==> src/rtl/sig_dump_reader.sv <==
// sig_dump_reader: snoops core stores for a signature window and a halt, then streams data memory out.
// Define SIGDUMP_CSUM_EN to append an XOR checksum word after the data words.
module sig_dump_reader #(
  parameter int AW = 32,
  parameter int DW = 32,
  parameter logic [AW-1:0] CFG_BASE = 32'h00000F10,
  parameter logic [AW-1:0] HALT_ADDR = 32'hCAFEBEEF,
  parameter int MAX_WORDS = 4096
) (
  input  logic          clk,
  input  logic          rst,
  input  logic          st_en,
  input  logic [AW-1:0] st_addr,
  input  logic [DW-1:0] st_data,
  output logic          mem_rd_en,
  output logic [AW-1:0] mem_rd_addr,
  input  logic [DW-1:0] mem_rd_data,
  output logic          sig_valid,
  output logic [DW-1:0] sig_data,
  output logic          sig_last,
  input  logic          sig_ready,
  output logic          busy,
  output logic          done
);
  localparam int NW = $clog2(MAX_WORDS + 1);
  typedef enum logic [2:0] {IDLE, RD, WAIT, SEND, DONE} state_t;
  state_t state;
  logic [AW-1:0] sig_begin, sig_end, ptr, span, words, st_word;
  logic [NW-1:0] n, n_init;
  logic cfg_b, cfg_e, halt;
`ifdef SIGDUMP_CSUM_EN
  logic [DW-1:0] csum;
  logic csum_sent;
`endif
  always_comb begin
    span = sig_end - sig_begin;
    words = span >> 2;
    n_init = (sig_end <= sig_begin) ? '0 : (words > AW'(MAX_WORDS)) ? NW'(MAX_WORDS) : NW'(words);
  end
  assign st_word = AW'(st_data & ~DW'(3));
  assign cfg_b = st_en && st_addr == CFG_BASE;
  assign cfg_e = st_en && st_addr == CFG_BASE + AW'(4);
  assign halt = st_en && st_addr == HALT_ADDR;
  assign busy = state != IDLE;
  assign mem_rd_addr = ptr;
  always_ff @(posedge clk or negedge rst) begin
    if (!rst) begin
      state <= IDLE;
      sig_begin <= '0;
      sig_end <= '0;
      ptr <= '0;
      n <= '0;
      mem_rd_en <= 1'b0;
      sig_valid <= 1'b0;
      sig_data <= '0;
      sig_last <= 1'b0;
      done <= 1'b0;
`ifdef SIGDUMP_CSUM_EN
      csum <= '0;
      csum_sent <= 1'b0;
`endif
    end else begin
      mem_rd_en <= 1'b0;
      done <= 1'b0;
      case (state)
        IDLE: begin
          if (cfg_b) sig_begin <= st_word;
          if (cfg_e) sig_end <= st_word;
          if (halt) begin
            ptr <= sig_begin;
            n <= n_init;
            mem_rd_en <= n_init != '0;
`ifdef SIGDUMP_CSUM_EN
            // An empty window still emits a zero checksum word
            csum <= '0;
            csum_sent <= n_init == '0;
            sig_data <= '0;
            sig_valid <= n_init == '0;
            sig_last <= n_init == '0;
            state <= (n_init == '0) ? SEND : RD;
`else
            state <= (n_init == '0) ? DONE : RD;
`endif
          end
        end
        RD: state <= WAIT;
        WAIT: begin
          sig_data <= mem_rd_data;
          sig_valid <= 1'b1;
`ifdef SIGDUMP_CSUM_EN
          sig_last <= 1'b0;
`else
          sig_last <= n == NW'(1);
`endif
          state <= SEND;
        end
        SEND: if (sig_ready) begin
          sig_valid <= 1'b0;
          sig_last <= 1'b0;
`ifdef SIGDUMP_CSUM_EN
          if (csum_sent) state <= DONE;
          else begin
            ptr <= ptr + AW'(4);
            n <= n - NW'(1);
            csum <= csum ^ sig_data;
            if (n == NW'(1)) begin
              sig_valid <= 1'b1;
              sig_last <= 1'b1;
              sig_data <= csum ^ sig_data;
              csum_sent <= 1'b1;
            end else begin
              state <= RD;
              mem_rd_en <= 1'b1;
            end
          end
`else
          ptr <= ptr + AW'(4);
          n <= n - NW'(1);
          mem_rd_en <= n != NW'(1);
          state <= (n == NW'(1)) ? DONE : RD;
`endif
        end
        DONE: begin
          done <= 1'b1;
          state <= IDLE;
        end
        default: state <= IDLE;
      endcase
    end
  end
endmodule

==> config.mk <==
export PLATFORM = sky130hd
export DESIGN_NAME = sig_dump_reader
export DESIGN_NICKNAME = d
export VERILOG_FILES = /design/src/rtl/sig_dump_reader.sv
export SDC_FILE = /design/constraint.sdc
export NUM_CORES = 1
export LEC_CHECK = 0
export ABC_AREA = 1
export ABC_CLOCK_PERIOD_IN_PS = 4660
export CORE_UTILIZATION = 58
export CTS_BUF_LIST = sky130_fd_sc_hd__clkbuf_16
export DETAILED_ROUTE_END_ITERATION = 12
export PLACE_DENSITY = 0.95
export SETUP_SLACK_MARGIN = 0.1
export SLEW_MARGIN = 0
export SYNTH_ARGS = -nofsm -noshare
export SYNTH_HDL_FRONTEND = slang
export SYNTH_SLANG_ARGS = --single-unit
==> constraint.sdc <==
create_clock -name clk -period 4.66 [get_ports clk]
set_input_delay 0.699 -clock clk [delete_from_list [all_inputs] [get_ports clk]]
set_output_delay 0.699 -clock clk [all_outputs]
set_load 0.02 [all_outputs]
# ---- Yosys cells after proc, flatten, opt, wreduce, memory -nomap -nowiden
# Index checks and enable logic that the tools add are counted.
dict set report op_classes {
  add_sub_neg 3
  magnitude_cmp 2
  eq_ne 11
  mux 20
  n_reduce_logical 14
}
# cell count
set op_table {}
lappend op_table {{$eq 32x12->1 const B} 2}
lappend op_table {{$mux 32} 2}
lappend op_table {{$pmux 32 s2} 1}
lappend op_table {{$mux 13} 4}
lappend op_table {{$add 32x3->32 const B} 1}
lappend op_table {{$eq 32x32->1 const B} 1}
lappend op_table {{$le 32x32->1} 1}
lappend op_table {{$sub 32x32->32} 1}
lappend op_table {{$gt 30x13->1 const B} 1}
lappend op_table {{$pmux 13 s2} 1}
lappend op_table {{$eq 13x1->1 const B} 1}
lappend op_table {{$logic_not 13->1} 1}
lappend op_table {{$ne 13x1->1 const B} 1}
lappend op_table {{$reduce_bool 13->1} 1}
lappend op_table {{$sub 13x1->13 const B} 1}
lappend op_table {{$mux 3} 4}
lappend op_table {{$pmux 3 s4} 1}
lappend op_table {{$reduce_and 2->1} 4}
lappend op_table {{$eq 3x2->1 const B} 2}
lappend op_table {{$pmux 1 s2} 3}
lappend op_table {{$mux 1} 4}
lappend op_table {{$ne 2x2->1 const B} 2}
lappend op_table {{$reduce_bool 2->1} 2}
lappend op_table {{$eq 3x1->1 const B} 1}
lappend op_table {{other kinds (5)} 7}
dict set report totals {
  ff_bits 144
  inputBits 100
  out_inout_bits 69
  wordCells 60
}

# ---- Depth between registers and ports, before layout
dict set report logic_depth {
  word_depth 8
  ltp_mapped 26
  ltp_nobuf 26
}

# ---- Worst setup path before layout
# Ideal clock, no wire load.
dict set report synth_timing {
  path_kind {register -> register}
  startpoint {register sig_begin[2]}
  endpoint {register state[0]}
  setup_ps 68
  t_arrival_ps 2577
  required_ps 4592
  path_slack_ps 2015
  stages_incl_launch_ff 23
  cell_sequence {dfrtp_1 > ha_1 > fa_1 > inv_1 > nand2_1 > nand2_1 > nand4_1 > nand2_1 > nand2_1 > nand3_1 > nand2_1 > nor2_1 > nand4_1 > nor2_2 > buf_6 > nand3_1 > nand2_1 > nor2_1 > nand2_1 > nand2_1 > nand2_1 > nand2_1 > nand2_1}
}
dict set report synth_via {
  elab_chain_cells 8
}
# item line
set synth_rtl {}
lappend synth_rtl {{start, declared} 28} ;# logic [AW-1:0] sig_begin, sig_end, ptr, span, words, st_word;
lappend synth_rtl {{start signal, assigned} 67} ;# if (cfg_b) sig_begin <= st_word;
lappend synth_rtl {{$sub 32x32->32} 36} ;# span = sig_end - sig_begin;
lappend synth_rtl {{$gt 30x13->1} 38} ;# n_init = (sig_end <= sig_begin) ? '0 : (words > AW'(MAX_WORDS)) ? NW'(MAX_WORDS) : NW'(words);
lappend synth_rtl {{$mux 13} 38}
lappend synth_rtl {{$mux 13 (*)} 38}
lappend synth_rtl {{$logic_not 13->1 (*)} 82} ;# state <= (n_init == '0) ? DONE : RD;
lappend synth_rtl {{$mux 3 (*)} 82}
lappend synth_rtl {{$mux 3 (*)} 69} ;# if (halt) begin
lappend synth_rtl {{$pmux 3 s4 (*)} 65} ;# case (state)
lappend synth_rtl {{end signal, assigned} 82}
lappend synth_rtl {{end signal, assigned} 120} ;# state <= (n == NW'(1)) ? DONE : RD;
lappend synth_rtl {{end, declared} 27} ;# state_t state;
# Mark *: on every way between the ends. The rest lies on a longest branch, timed or not. The select of a mux whose other input is x is not followed.
# A chain may end at the register's enable or synchronous reset.

# ---- Worst setup path in the final report
# Ends and elaborated chain as after synthesis.

==> flow_summary.json <==
{
  "run_status": "finished with violations",
  "failed_checks": "DRC",
  "drv.max_cap_violation_count": 0,
  "worstReg2RegStart": "sig_begin[2]$_DFFE_PN0P_",
  "timing.final.crit_share_pct": 75.62,
  "timing.rr.end": "state[0]$_DFFE_PN0P_",
  "insertedDiodeCount": 0,
  "yosysSeqAreaShare_pct": 37.56,
  "hold_class": "input pin to async pin",
  "worst_pin_slew_ns": 1.052,
  "grt_util_all_layers_pct": 35.28,
  "power_per_cell_area_nw_per_um2": 235.7,
  "drt-pass1-iter-count": 12,
  "cts_setup_buffers": 0,
  "worstSetupPathType": "register to register",
  "finalHoldViolCount": 0,
  "cts_tree": "yes",
  "hpwl_after_detailed_placement_mm": 20.24,
  "maximum_vdd_drop_mv": 0.2613,
  "cp-start-kind": "register",
  "share_clk_of_total_power_pct": 51.6,
  "nNetsFinal": 1704,
  "remaining_drc_errors": 1,
  "tritoncts_num_sinks": 142,
  "cts-root-to-sink-buffers": 2,
  "swShare_pct": 24.29,
  "dp.cells": 1767,
  "drive_above_1_share_pct": 5.496,
  "ff2ff_setup_slack_ns": 1.14,
  "crit_cells": 23,
  "num_vias": 9975,
  "detail_route.wl_per_cell_um": 15.77,
  "chipHeight_um": 129.7,
  "drtAntennaViolNets": 0,
  "clock_pin_slew_on_the_worst_setup_and_hold_paths_ns": 0.07,
  "ctsHtreeMaxLevel": 4,
  "synth_cell_area_um2": 9460,
  "setup_viol_count_final": 0,
  "die_w_um": 129.7,
  "layout_commonest_cell": "sky130_fd_sc_hd__nand2_1",
  "core_region_area_um2": 15890,
  "maximum_number_of_pins_on_one_net_before_global_route_repair": 110,
  "cts_hold_buf": 0,
  "rsz_0062_raised_after_global_routing": "false",
  "portBuffers": 164,
  "fin_skew_ns": 0.01239,
  "critPathTopFamily": "simple AND/OR/NAND/NOR gates",
  "floorplan.die_area_um2": 16830,
  "layout-area-overhead-vs-synth_pct": 25.98,
  "cpMostUsedCell": "sky130_fd_sc_hd__nand2_1",
  "layout.filler_cells": 1156,
  "dpl_cell_area_um2": 11300,
  "detail_route.iter0.violations": 1169,
  "comb_power_share_pct": 4.6,
  "design_area_um2": 11920,
  "ffs_latches_synth": 142,
  "routed_via_density": 5.545,
  "critPathCaptureType": "register",
  "crit_start": "sig_begin[2]$_DFFE_PN0P_",
  "number_of_antenna_violations_at_the_first_check_in_global_routing": 0,
  "global_route_wire_length_before_repair_mm": 45.94,
  "post_synth_num_cell_types": 42,
  "detail_route.wirelength_mm": 28.36,
  "via_count_of_the_first_global_routing_pass": 9665,
  "initial_cell_density_of_the_core_pct": 59.55,
  "whs_ns": 0.4202,
  "cts_made_buffers": 17,
  "placement_rows": 46,
  "power.switching_mw": 0.6826,
  "p_int_mw": 2.127,
  "maxSlewViolCount": 0,
  "syn-mean-instance-area_um2": 6.681,
  "fin_crit_ns": 3.524,
  "worstRegToRegCells": 23,
  "critPathArrivalTime_ns": 3.90,
  "root_buffer": "sky130_fd_sc_hd__clkbuf_16",
  "timing.slew.headroom_pct": 29.63,
  "crit_required_ns": 5.03,
  "cell_chain_critical_path": "ha_1 > fa_1 > inv_1 > nand2_1 > nand2_1 > nand3_2 > nand2_2 > nand3_2 > nand2_1 > nand2_1 > nand2_1 > nand3_1 > nor2_1 > nand4_1 > nor2_2 > nand3_1 > nand2_1 > nor2_1 > nand2_1 > nand2_1 > nand2_1 > nand2_1 > nand2_1",
  "yosysWarningCount": 0,
  "cp-endpoint": "state[0]$_DFFE_PN0P_",
  "place_congestion": 0.9710,
  "instances_no_fill": 1799,
  "crit_path_max_incr_delay_ns": 0.42,
  "power_leakage_nw": 6.163,
  "cp_num_buf_inv": 1,
  "timing.fmax_ghz": 0.2838,
  "crit_path_top_delay_cell": "sky130_fd_sc_hd__nor2_2",
  "insertion_delay_ns": 0.44,
  "grt_remaining_overflow": 0,
  "power.share.sequential_pct": 43.9,
  "timing.critical_path.fanout_max": 12,
  "setup-tns-final_ns": 0,
  "most_used_cells_in_the_layout_excluding_fill_and_tap_cells": "sky130_fd_sc_hd__nand2_1 (482), sky130_fd_sc_hd__inv_1 (245), sky130_fd_sc_hd__clkdlybuf4s50_1 (163)",
  "postCtsResizedCells": 0,
  "num_io_pins": 169,
  "syn-instance-count": 1416
}
-- routing by layer --
metal,up-vias,routed length (um),track usage (%)
li1,4723,-,-
met1,4606,11130,42.99
met2,558,13670,59.77
met3,88,2668,8.897
met4,0,885,14.57
met5,-,0,0
-- worst min-delay path by stage --
| stage | startpoint | endpoint | cells past startpoint |
|---|---|---|---|
| floorplan | rst | done$_DFF_PN0_ | 0 |
| global placement | sig_data[29]$_DFFE_PN0P_ | sig_data[29]$_DFFE_PN0P_ | 2 |
| finish | rst | sig_data[26]$_DFFE_PN0P_ | 1 |
| CTS | rst | sig_data[26]$_DFFE_PN0P_ | 1 |
| detailed placement | sig_data[31]$_DFFE_PN0P_ | sig_data[31]$_DFFE_PN0P_ | 2 |
| global route | rst | sig_data[26]$_DFFE_PN0P_ | 1 |
-- through the flow --
step           total power, mW  worst slack (ns)  utilization, %
6_report                 2.810             1.136           75.02
3_3_place_gp             1.382             1.258           71.12
4_1_cts                  2.811             1.270           75.02
3_5_place_dp             1.384             1.068           71.12
2_1_floorplan            1.271             2.015               -
5_1_grt                  2.872            0.8817           75.02
-- worst register-to-register path: stages (launching register included) --
cell	delay, ns
sky130_fd_sc_hd__dfrtp_1	0.41
sky130_fd_sc_hd__ha_1	0.23
sky130_fd_sc_hd__fa_1	0.41
sky130_fd_sc_hd__inv_1	0.17
sky130_fd_sc_hd__nand2_1	0.08
sky130_fd_sc_hd__nand2_1	0.15
sky130_fd_sc_hd__nand3_2	0.11
sky130_fd_sc_hd__nand2_2	0.12
sky130_fd_sc_hd__nand3_2	0.08
sky130_fd_sc_hd__nand2_1	0.06
sky130_fd_sc_hd__nand2_1	0.04
sky130_fd_sc_hd__nand2_1	0.11
sky130_fd_sc_hd__nand3_1	0.08
sky130_fd_sc_hd__nor2_1	0.08
sky130_fd_sc_hd__nand4_1	0.12
sky130_fd_sc_hd__nor2_2	0.42
sky130_fd_sc_hd__nand3_1	0.21
sky130_fd_sc_hd__nand2_1	0.12
sky130_fd_sc_hd__nor2_1	0.08
sky130_fd_sc_hd__nand2_1	0.07
sky130_fd_sc_hd__nand2_1	0.08
sky130_fd_sc_hd__nand2_1	0.09
sky130_fd_sc_hd__nand2_1	0.06
sky130_fd_sc_hd__nand2_1	0.06
-- power groups by stage --
| stage | Sequential (mW) | Clock [mW] | Combinational, mW |
|---|---|---|---|
| global route | 1.23 | 1.50 | 0.141 |
| CTS | 1.23 | 1.45 | 0.130 |
| finish | 1.23 | 1.45 | 0.129 |
| floorplan | 1.26 | 0 | 0.0147 |
| global placement | 1.26 | 0 | 0.126 |
| detailed placement | 1.26 | 0 | 0.128 |
-- state kept, by name, summed over array words and instances (netlist names) --
register     flops
sig_end         30
sig_valid        1
mem_rd_addr     30
state            3
mem_rd_en        1
n               13
sig_last         1
sig_begin       30
sig_data        32
done             1
-- synth_stat cells, drive strengths merged --
master / n / share of area [%]
nand3: 68 / 4.1
o211ai: 3 / 0.24
nor3: 22 / 1.4
clkbuf: 35 / 1.4
conb: 1 / 0.040
o21a: 1 / 0.079
a22o: 1 / 0.093
a22oi: 1 / 0.079
o21ai: 131 / 6.9
inv: 246 / 9.8
o21bai: 1 / 0.079
ha: 33 / 4.4
a31o: 1 / 0.093
clkinv: 4 / 0.16
xor2: 28 / 2.6
and3: 3 / 0.20
nor3b: 1 / 0.079
nor4: 9 / 0.60
a31oi: 5 / 0.33
a21oi: 50 / 2.7
fa: 1 / 0.21
xnor2: 2 / 0.19
nand3b: 4 / 0.32
or2: 2 / 0.13
buf: 3 / 0.28
nand4: 19 / 1.3
o22ai: 7 / 0.46
nand2: 491 / 20
o221ai: 1 / 0.093
nor2: 98 / 4.4
dfrtp: 142 / 38
a211oi: 1 / 0.079
a21boi: 1 / 0.079
-- area by class of cell --
cell class                 instances  area (um2)  share of cell area [%]
timing repair buffer             172        1703                   14.29
sequential                       142        3553                   29.82
tap                              216       270.3                   2.268
clock inverter                    15       195.2                   1.638
inverter                         250       938.4                   7.874
multi-input combinational        987        4832                   40.55
clock buffer                      17       425.4                   3.570
-- cell families after synthesis --
family | share of synthesized area [%]
AOI/OAI and AO/OA | 11.32
buffers and inverters | 11.59
xor gates and xnor gates | 2.777
DFF | 37.56
adders and majority gates | 4.576
other | 0.03964
and+or+nand+nor | 32.14
Power figures use the tool's default switching activity.
